$ cat src/rtl/countdown_timer_ctrl.sv
// countdown_timer_ctrl: egg-timer controller with an integrated mm:ss countdown.
// Programs seconds then minutes from val_in, runs with pause/resume, and flashes
// an alarm that times out back to IDLE.
// Optional feature macro: TIMER_AUTO_RELOAD_EN -- when defined, start_stop in ALARM
// reloads the last programmed interval and returns to READY; when undefined it
// returns to IDLE at 00:00 and no preset register exists.
module countdown_timer_ctrl #(
   parameter int CLK_PER_SEC       = 50_000_000,
   parameter int MIN_W             = 7,
   parameter int MAX_MIN           = 99,
   parameter int FLASH_HALF_CYC    = 12_500_000,
   parameter int FLASH_TIMEOUT_SEC = 30
) (
   input  logic             clk,
   input  logic             reset,
   input  logic             set,
   input  logic             start_stop,
   input  logic [MIN_W-1:0] val_in,
   output logic [MIN_W-1:0] minutes,
   output logic [5:0]       seconds,
   output logic [2:0]       state,
   output logic             running,
   output logic             flashing,
   output logic             flash_on,
   output logic             done_pulse
);

   localparam int PRE_W = $clog2(CLK_PER_SEC);
   localparam int FL_W  = (FLASH_HALF_CYC > 1) ? $clog2(FLASH_HALF_CYC) : 1;
   localparam int TMO_W = (FLASH_TIMEOUT_SEC > 1) ? $clog2(FLASH_TIMEOUT_SEC) : 1;

   localparam logic [PRE_W-1:0] PRE_LAST  = PRE_W'(CLK_PER_SEC - 1);
   localparam logic [FL_W-1:0]  FL_LAST   = FL_W'(FLASH_HALF_CYC - 1);
   localparam logic [TMO_W-1:0] TMO_LAST  = TMO_W'(FLASH_TIMEOUT_SEC - 1);
   localparam logic [MIN_W-1:0] MIN_CLAMP = MIN_W'(MAX_MIN);

   typedef enum logic [2:0] {
      S_IDLE    = 3'd0,
      S_SET_SEC = 3'd1,
      S_SET_MIN = 3'd2,
      S_READY   = 3'd3,
      S_RUN     = 3'd4,
      S_PAUSE   = 3'd5,
      S_ALARM   = 3'd6,
      S_ILLEGAL = 3'd7
   } state_t;

   state_t             state_q, state_d;
   logic [MIN_W-1:0]   min_q, min_d;
   logic [5:0]         sec_q, sec_d;
   logic [PRE_W-1:0]   presc_q, presc_d;
   logic [FL_W-1:0]    flash_cnt_q, flash_cnt_d;
   logic               flash_on_q, flash_on_d;
   logic [TMO_W-1:0]   tmo_q, tmo_d;
   logic               done_q, done_d;
   logic               time_zero, time_one, timeout;
`ifdef TIMER_AUTO_RELOAD_EN
   logic [MIN_W-1:0]   preset_min_q, preset_min_d;
   logic [5:0]         preset_sec_q, preset_sec_d;
`endif

   function automatic logic [5:0] clamp_sec(input logic [MIN_W-1:0] v);
      logic [5:0] r;
      if (32'(v) > 32'd59) r = 6'd59;
      else                 r = 6'(v);
      return r;
   endfunction

   function automatic logic [MIN_W-1:0] clamp_min(input logic [MIN_W-1:0] v);
      logic [MIN_W-1:0] r;
      if (v > MIN_CLAMP) r = MIN_CLAMP;
      else               r = v;
      return r;
   endfunction

   // Next-state, countdown, flash and timeout logic.
   always_comb begin
      state_d     = state_q;
      min_d       = min_q;
      sec_d       = sec_q;
      presc_d     = presc_q;
      flash_cnt_d = '0;
      flash_on_d  = 1'b0;
      tmo_d       = tmo_q;
      done_d      = 1'b0;
      timeout     = 1'b0;
`ifdef TIMER_AUTO_RELOAD_EN
      preset_min_d = preset_min_q;
      preset_sec_d = preset_sec_q;
`endif
      time_zero = (min_q == '0) && (sec_q == 6'd0);
      time_one  = (min_q == '0) && (sec_q == 6'd1);

      case (state_q)
         S_IDLE: begin
            if (set) state_d = S_SET_SEC;
         end
         S_SET_SEC: begin
            if (set) begin
               sec_d   = clamp_sec(val_in);
               state_d = S_SET_MIN;
            end
         end
         S_SET_MIN: begin
            if (set) begin
               min_d   = clamp_min(val_in);
`ifdef TIMER_AUTO_RELOAD_EN
               preset_min_d = clamp_min(val_in);
               preset_sec_d = sec_q;
`endif
               state_d = S_READY;
            end
         end
         S_READY: begin
            // start_stop outranks set; a zero interval cannot be started
            if (start_stop) begin
               if (!time_zero) begin
                  state_d = S_RUN;
                  presc_d = '0;
               end
            end else if (set) begin
               state_d = S_SET_SEC;
            end
         end
         S_RUN: begin
            // pausing freezes the prescaler, so a tick due this cycle is skipped
            if (start_stop) begin
               state_d = S_PAUSE;
            end else if (presc_q == PRE_LAST) begin
               presc_d = '0;
               if (time_one) begin
                  sec_d       = 6'd0;
                  state_d     = S_ALARM;
                  flash_on_d  = 1'b1;
                  flash_cnt_d = '0;
                  tmo_d       = '0;
                  done_d      = 1'b1;
               end else if (sec_q != 6'd0) begin
                  sec_d = sec_q - 6'd1;
               end else if (min_q != '0) begin
                  sec_d = 6'd59;
                  min_d = min_q - MIN_W'(1);
               end
            end else begin
               presc_d = presc_q + PRE_W'(1);
            end
         end
         S_PAUSE: begin
            if (start_stop)  state_d = S_RUN;
            else if (set)    state_d = S_SET_SEC;
         end
         S_ALARM: begin
            if (flash_cnt_q == FL_LAST) begin
               flash_on_d  = ~flash_on_q;
               flash_cnt_d = '0;
            end else begin
               flash_on_d  = flash_on_q;
               flash_cnt_d = flash_cnt_q + FL_W'(1);
            end
            // prescaler counts whole seconds spent flashing
            if (presc_q == PRE_LAST) begin
               presc_d = '0;
               if (FLASH_TIMEOUT_SEC != 0) begin
                  if (tmo_q == TMO_LAST) timeout = 1'b1;
                  else                   tmo_d   = tmo_q + TMO_W'(1);
               end
            end else begin
               presc_d = presc_q + PRE_W'(1);
            end
            if (start_stop) begin
`ifdef TIMER_AUTO_RELOAD_EN
               state_d = S_READY;
               min_d   = preset_min_q;
               sec_d   = preset_sec_q;
`else
               state_d = S_IDLE;
               min_d   = '0;
               sec_d   = 6'd0;
`endif
            end else if (set) begin
               state_d = S_SET_SEC;
            end else if (timeout) begin
               state_d = S_IDLE;
               min_d   = '0;
               sec_d   = 6'd0;
            end
            if (state_d != S_ALARM) begin
               flash_on_d  = 1'b0;
               flash_cnt_d = '0;
            end
         end
         default: begin
            state_d = S_IDLE;
         end
      endcase
   end

   // State and datapath registers with asynchronous clear.
   always_ff @(posedge clk or posedge reset) begin
      if (reset) begin
         state_q     <= S_IDLE;
         min_q       <= '0;
         sec_q       <= 6'd0;
         presc_q     <= '0;
         flash_cnt_q <= '0;
         flash_on_q  <= 1'b0;
         tmo_q       <= '0;
         done_q      <= 1'b0;
      end else begin
         state_q     <= state_d;
         min_q       <= min_d;
         sec_q       <= sec_d;
         presc_q     <= presc_d;
         flash_cnt_q <= flash_cnt_d;
         flash_on_q  <= flash_on_d;
         tmo_q       <= tmo_d;
         done_q      <= done_d;
      end
   end

`ifdef TIMER_AUTO_RELOAD_EN
   // Preset register holding the last programmed interval.
   always_ff @(posedge clk or posedge reset) begin
      if (reset) begin
         preset_min_q <= '0;
         preset_sec_q <= 6'd0;
      end else begin
         preset_min_q <= preset_min_d;
         preset_sec_q <= preset_sec_d;
      end
   end
`endif

   assign minutes    = min_q;
   assign seconds    = sec_q;
   assign state      = state_q;
   assign running    = (state_q == S_RUN);
   assign flashing   = (state_q == S_ALARM);
   assign flash_on   = flash_on_q;
   assign done_pulse = done_q;

endmodule

$ cat config.mk
export PLATFORM = sky130hd
export DESIGN_NAME = countdown_timer_ctrl
export DESIGN_NICKNAME = d
export VERILOG_FILES = /design/src/rtl/countdown_timer_ctrl.sv
export SDC_FILE = /design/constraint.sdc
export NUM_CORES = 1
export LEC_CHECK = 0
export CELL_PAD_IN_SITES_DETAIL_PLACEMENT = 0
export CELL_PAD_IN_SITES_GLOBAL_PLACEMENT = 2
export CORE_AREA = 2 2 135 137
export DETAILED_ROUTE_END_ITERATION = 10
export DIE_AREA = 0 0 137 139
export PLACE_DENSITY = 0.62
export SYNTH_ARGS = -nofsm -noshare
export SYNTH_HDL_FRONTEND = slang
export SYNTH_SLANG_ARGS = --single-unit
$ cat constraint.sdc
create_clock -name clk -period 3.06 [get_ports clk]
set_input_delay 0.612 -clock clk [delete_from_list [all_inputs] [get_ports clk]]
set_output_delay 0.612 -clock clk [all_outputs]
set_load 0.1 [all_outputs]
==> flow_summary_export.csv, run 1 <==
group,metric,value,unit
run_status,status,"completed",
sta,fin_crit,2.65,ns
cts,cts_made_buffers,9,
route,drt_iter0_drc,149,
pwr,p_per_area,829,mW/mm^2
placed_design,gp_congestion,0.790,
placed_design,port_buffers,30,
worst_setup_path,worstPathRequired,3.25,ns
logic_synthesis,synthesis.area,0.00429,mm^2
logic_synthesis,yosysWarningCount,0,
die,ios,31,
logic_synthesis,syn_area_per_cell,8.82,um^2
cts,cts_root_buf,"clkbuf_16",
route,highest_layer,"met4",
logic_synthesis,syn_inst,487,
worst_setup_path,crit_slowest_cell,"dfrtp_1",
grt,grt_max_degree,31,
die,start_util,0.243,
cts,htreeDepth,3,
route,drt-met1-wl,5490,um
grt,grt_pass1_wl,19500,um
logic_synthesis,synth_edf_count,0,
worst_setup_path,critPathCaptureType,"flop",
die,die-width,137,um
cts,path_clk_slew,0.06,ns
worst_setup_path,cp_cell_sequence,"inv_1 > ha_1 > nor4b_1 > buf_4 > or2b_2 > o32ai_1 > o211ai_1 > o21ai_0 > o21ai_0",
placed_design,hpwl,8530,um
route,drt-total-wl,11600,um
final_layout,synthToLayoutAreaGrowth,22.7,%
sta,max_freq,0.378,GHz
cts,cts_resized,0,
worst_setup_path,arrival,2.84,ns
sta,max-slew-margin-rel,0.505,
final_layout,diodes,0,
sta,rsz0062_at_grt,"false",
logic_synthesis,synth.distinct_cells,69,
sta,finalHoldViolCount,0,
logic_synthesis,synth_compound_area_frac,0.177,
sta,hold_ws,0.477,ns
logic_synthesis,muxShareOfSynthArea,0.00233,
sta,final.period_utilization,0.865,
route,avgRoutedWirePerCell,15.1,um
logic_synthesis,syn-num-nets,505,
pwr,peakVddDrop,0.380,mV
pwr,finalPower,4.37,mW
cts,clockBufferDepth,2,
grt,overflow,0,
grt,antenna_found_initial,0,
worst_setup_path,cpPeakStageDelay,0.43,ns
cts,cts_hold_buf,0,
logic_synthesis,synth_top_family_by_area,"simple AND/OR/NAND/NOR gates",
route,postRouteAntennaNets,0,
worst_setup_path,crit_type,"flop to flop",
logic_synthesis,ys.flop_type,"dfrtp_1",
logic_synthesis,synthAdderAreaFrac,0.0204,
worst_setup_path,timing.critical_path.buf_inv,2,
logic_synthesis,synthXorXnorAreaFrac,0.0653,
logic_synthesis,synth-simple-area-share,0.273,
die,die_h,139,um
route,drt-vias-per-instance,4.87,
final_layout,layout_common_cells,"dfrtp_1, nor2_1, o21ai_0, nand2_1, buf_4",
placed_design,dp_slack,0.252,ns
worst_hold_path,hold_path_class,"flop to flop",
sta,finalSetupViolCount,0,
final_layout,final_util,0.298,
sta,setup_ws,0.413,ns
cts,clock_sinks,73,
cts,cts_tree,"yes",
die,die_area,0.0190,mm^2
worst_setup_path,critPathMaxFanout,12,
final_layout,fin_nets,552,
die,std_cell_rows,49,
sta,tightest_slew,0.739,ns
worst_setup_path,cp-start-kind,"flop",
grt,grt_pass1_vias,3665,
cts,cts_setup_buffers,0,
pwr,power.leakage,2.07,nW
die,core,0.0177,mm^2
logic_synthesis,yosys_register_bits,73,
route,routed-via-count,3742,
worst_setup_path,worst_path_most_repeated_cell,"o21ai_0",
sta,skew,0.00959,ns
logic_synthesis,synthArstFlopShare,1.00,
grt,grt_usage,0.129,
run,drv_cap,0,
worst_setup_path,critPathTopFamily,"compound AO/OA/AOI/OAI gates",
cts,clk_latency,0.34,ns
route,post-route-drc-count,0,
route,met2_wirelength,5460,um
sta,slew_viol_final,0,
final_layout,drive_above_1_share,0.150,
route,met3_length,429,um
logic_synthesis,synth_seq_area_share,0.425,
final_layout,mostFrequentLayoutCell,"dfrtp_1",
route,drt-pass1-iter-count,5,
sta,fin_setup_tns,0,ns
-- power breakdown --
group	internal [mW]	total (mW)	switching [mW]	leakage [nW]
clock	0.737	1.17	0.432	0.151
combinational	0.524	1.93	1.41	0.947
sequential	1.09	1.27	0.181	0.972
-- logic make-up (layout without fill, tap and decap cells) --
family / count (synthesis) / after routing
AND/OR/NAND/NOR: 226 / 226
AO/OA/AOI/OAI: 117 / 117
flip-flops: 73 / 73
XOR/XNOR: 32 / 32
buffers and inverters: 31 / 83
adder cells (fa/ha/maj): 7 / 7
multiplexers: 1 / 1
-- worst reg2reg max path: cells and delay by family, from the launching register on --
kind	cells	cell delay (ns)
AND/OR/NAND/NOR	2	0.57
AO/OA/AOI/OAI	4	1.03
adder cells (fa/ha/maj)	1	0.22
flip-flops	1	0.43
buffers and inverters	2	0.27
-- Yosys cell counts (3+ instances only) --
| master | number | area (um^2) |
|---|---|---|
| clkbuf_1 | 5 | 18.8 |
| a21oi_1 | 19 | 95.1 |
| nand2_1 | 43 | 161 |
| nor2_1 | 69 | 259 |
| nand2b_1 | 4 | 25.0 |
| buf_2 | 4 | 20.0 |
| nand3b_1 | 4 | 30.0 |
| nor4_1 | 7 | 43.8 |
| or3_1 | 5 | 31.3 |
| ha_1 | 7 | 87.6 |
| and3_1 | 3 | 18.8 |
| and3_2 | 3 | 22.5 |
| nand3_1 | 24 | 120 |
| and4_1 | 4 | 35.0 |
| inv_1 | 14 | 52.6 |
| dfrtp_1 | 73 | 1830 |
| buf_4 | 3 | 22.5 |
| xor2_1 | 13 | 114 |
| xnor2_1 | 19 | 166 |
| o21ai_0 | 51 | 255 |
| nor4b_1 | 3 | 26.3 |
| o31ai_1 | 10 | 75.1 |
| nor3b_1 | 8 | 60.1 |
| a31oi_1 | 4 | 25.0 |
| nor2b_1 | 7 | 43.8 |
| nand4_1 | 14 | 87.6 |
| nor3_1 | 12 | 60.1 |
-- worst paths after layout --
kind                                              from                        to  slack [ns]  cells past startpoint
min in group asynchronous                        reset   presc_q[12]$_DFFE_PP0P_        0.61                      2
worst max-delay path            seconds[0]$_DFFE_PP0P_    minutes[2]$_DFFE_PP0P_        0.41                      9
max in group asynchronous                        reset  flash_cnt_q[9]$_DFF_PP0_        1.72                      3
worst max register to register  seconds[0]$_DFFE_PP0P_    minutes[2]$_DFFE_PP0P_        0.41                      9
worst min register to register    tmo_q[4]$_DFFE_PP0P_      tmo_q[4]$_DFFE_PP0P_        0.48                      1
worst min-delay path              tmo_q[4]$_DFFE_PP0P_      tmo_q[4]$_DFFE_PP0P_        0.48                      1
-- flip-flops by register name, indices dropped and copies added (netlist names) --
name         flops
minutes          7
flash_on         1
state            3
tmo_q            5
done_pulse       1
seconds          6
flash_cnt_q     24
presc_q         26
-- layout make-up --
cell class / count / area, um^2
tap: 229 / 287
inverter: 15 / 61.3
clock buffer: 10 / 239
clock inverter: 6 / 91.3
sequential: 73 / 1830
multi-input combinational: 383 / 2310
fill: 1900 / 12400
timing repair buffer: 52 / 453
-- stage by stage --
step,cell area [um^2],instances
final,5270,768
after global routing,5270,768
after CTS,5270,768
after detailed placement,4940,752
after global placement,4940,752
after floorplan,4300,487
-- per-layer routing --
metal,vias up,track usage
li1,1862,-
met2,56,0.206
met4,0,0.0402
met1,1809,0.172
met5,-,0
met3,15,0.0311
No activity file was read; power rests on OpenSTA's default activity.
==> run 2, diff against run 1 <==
--- a/config.mk
+++ b/config.mk
@@ -10,7 +10,8 @@
 export CORE_AREA = 2 2 135 137
 export DETAILED_ROUTE_END_ITERATION = 10
 export DIE_AREA = 0 0 137 139
-export PLACE_DENSITY = 0.62
+export DONT_BUFFER_PORTS = 1
+export PLACE_DENSITY = 0.58
 export SYNTH_ARGS = -nofsm -noshare
 export SYNTH_HDL_FRONTEND = slang
 export SYNTH_SLANG_ARGS = --single-unit
==> constraint.sdc (replaced) <==
create_clock -name clk -period 3.06 [get_ports clk]
set_input_delay 0.612 -clock clk [delete_from_list [all_inputs] [get_ports clk]]
set_output_delay 0.612 -clock clk [all_outputs]
set_load 0.02 [all_outputs]
==> flow_summary_export.csv, run 2 (synthesized netlist as in run 1, its figures left out) <==
group,metric,value,unit
worst_setup_path,ff2ff_setup_slack,0.36,ns
cts,htreeDepth,3,
run_status,status,"completed",
route,avgRoutedWirePerCell,15.6,um
die,ios,31,
cts,cts_root_buf,"clkbuf_16",
cts,clock_sinks,73,
sta,setup_ws,0.357,ns
final_layout,mostFrequentLayoutCell,"dfrtp_1",
placed_design,hpwl,8150,um
worst_setup_path,crit_type,"flop to flop",
placed_design,place_area,0.00465,mm^2
route,postRouteAntennaNets,0,
sta,fin_crit,2.70,ns
route,drt_iter0_drc,231,
grt,antenna_found_initial,0,
final_layout,fin_nets,522,
sta,fin_setup_tns,0,ns
route,drt-total-wl,11500,um
worst_setup_path,worstPathRequired,3.24,ns
worst_setup_path,arrival,2.88,ns
sta,max_freq,0.370,GHz
cts,clk_latency,0.34,ns
route,drt-vias-per-instance,4.90,
pwr,p_per_area,709,mW/mm^2
final_layout,largest_reg_flops,26,
sta,slew_viol_final,0,
final_layout,layout_common_cells,"dfrtp_1, nor2_1, o21ai_0, nand2_1, nand3_1",
grt,grt_max_degree,44,
die,die_h,139,um
die,std_cell_rows,49,
cts,cts_made_buffers,9,
sta,finalSetupViolCount,0,
route,post-route-drc-count,0,
sta,skew,0.00681,ns
route,drt-pass1-iter-count,4,
final_layout,diodes,0,
run,drv_cap,0,
cts,cts_tree,"yes",
cts,cts_hold_buf,0,
worst_setup_path,critPathCaptureType,"flop",
route,routed-via-count,3612,
worst_setup_path,critPathMaxFanout,12,
sta,final.period_utilization,0.883,
cts,path_clk_slew,0.06,ns
sta,max-slew-margin-rel,0.321,
grt,grt_pass1_wl,19100,um
final_layout,n_fill_cell,1909,
final_layout,drive_above_1_share,0.116,
grt,grt_usage,0.128,
final_layout,fin_area,0.00497,mm^2
cts,clockBufferDepth,2,
worst_setup_path,cp-start-kind,"flop",
pwr,power.leakage,1.93,nW
die,die_area,0.0190,mm^2
final_layout,synthToLayoutAreaGrowth,15.7,%
worst_hold_path,hold_path_class,"input port to async pin",
pwr,peakVddDrop,0.355,mV
die,start_util,0.243,
sta,hold_ws,0.223,ns
die,die-width,137,um
die,core,0.0177,mm^2
grt,overflow,0,
final_layout,max_flop_register,"presc_q",
placed_design,port_buffers,0,
sta,rsz0062_at_grt,"false",
sta,tightest_slew,1.02,ns
placed_design,gp_congestion,0.779,
placed_design,dp_slack,0.139,ns
sta,finalHoldViolCount,0,
grt,grt_pass1_vias,3491,
-- run 2: cell types whose count changed in the layout (fill, tap and decap cells not counted), moves of 2 or more --
cell | before | now
buf_4 | 39 | 21
clkdlybuf4s50_1 | 10 | 0
clkinvlp_4 | 4 | 1
buf_12 | 3 | 1
-- run 2: repair_timing --
action	in CTS	in global routing
setup endpoints to repair	0	18
resized for setup	0	1
buffers inserted	0	1
-- run 2: critical path: stages (launching register included) --
cell and delay, ns:
dfrtp_1 0.50, inv_1 0.10, ha_1 0.25, nor3b_1 0.15, buf_4 0.16, nand4b_1 0.28, a41oi_2 0.17, nor2_1 0.80
nor2_1 0.13
-- run 2: final timing paths --
path,startpoint,endpoint,cells past startpoint
worst max-delay path,minutes[0]$_DFFE_PP0P_,presc_q[21]$_DFFE_PP0P_,8
min in group clk,val_in[6],minutes[6]$_DFFE_PP0P_,2
max in group asynchronous,reset,state[0]$_DFFE_PP0P_,2
worst max register to register,minutes[0]$_DFFE_PP0P_,presc_q[21]$_DFFE_PP0P_,8
worst min register to register,tmo_q[4]$_DFFE_PP0P_,tmo_q[4]$_DFFE_PP0P_,1
worst min-delay path,reset,presc_q[25]$_DFFE_PP0P_,1
-- run 2: power breakdown --
part / internal (mW) / leakage (nW) / total (mW) / switching (mW)
combinational: 0.400 / 0.811 / 1.05 / 0.649
sequential: 1.08 / 0.972 / 1.37 / 0.288
clock: 0.673 / 0.148 / 1.10 / 0.430
total: 2.16 / 1.93 / 3.52 / 1.37
-- run 2: per-stage QoR --
step | cells | util | power [mW]
after detailed placement | 721 | 0.263 | 2.43
after global routing | 737 | 0.281 | 3.78
after global placement | 721 | 0.263 | 2.44
after CTS | 736 | 0.281 | 3.57
final | 737 | 0.281 | 3.52
after floorplan | 487 | - | 2.08
-- run 2: cell type report --
| type | instances | area, um^2 | area share |
|---|---|---|---|
| Clock buffer | 11 | 253 | 0.0509 |
| Clock inverter | 4 | 51.3 | 0.0103 |
| Timing Repair Buffer | 22 | 178 | 0.0358 |
| Inverter | 15 | 57.6 | 0.0116 |
| Tap cell | 229 | 287 | 0.0577 |
| Multi-Input combinational cell | 383 | 2320 | 0.466 |
| Sequential cell | 73 | 1830 | 0.368 |
-- run 2: layer usage --
metal  part of all wire  routed length, um  vias to the layer above  GRT usage
met5                  0                  0                        -          0
met4             0.0078                 89                        0     0.0418
met3              0.035                399                        6     0.0322
met2               0.44               5070                       45      0.183
met1               0.52               5920                     1758      0.188
li1                   -                  -                     1803          -
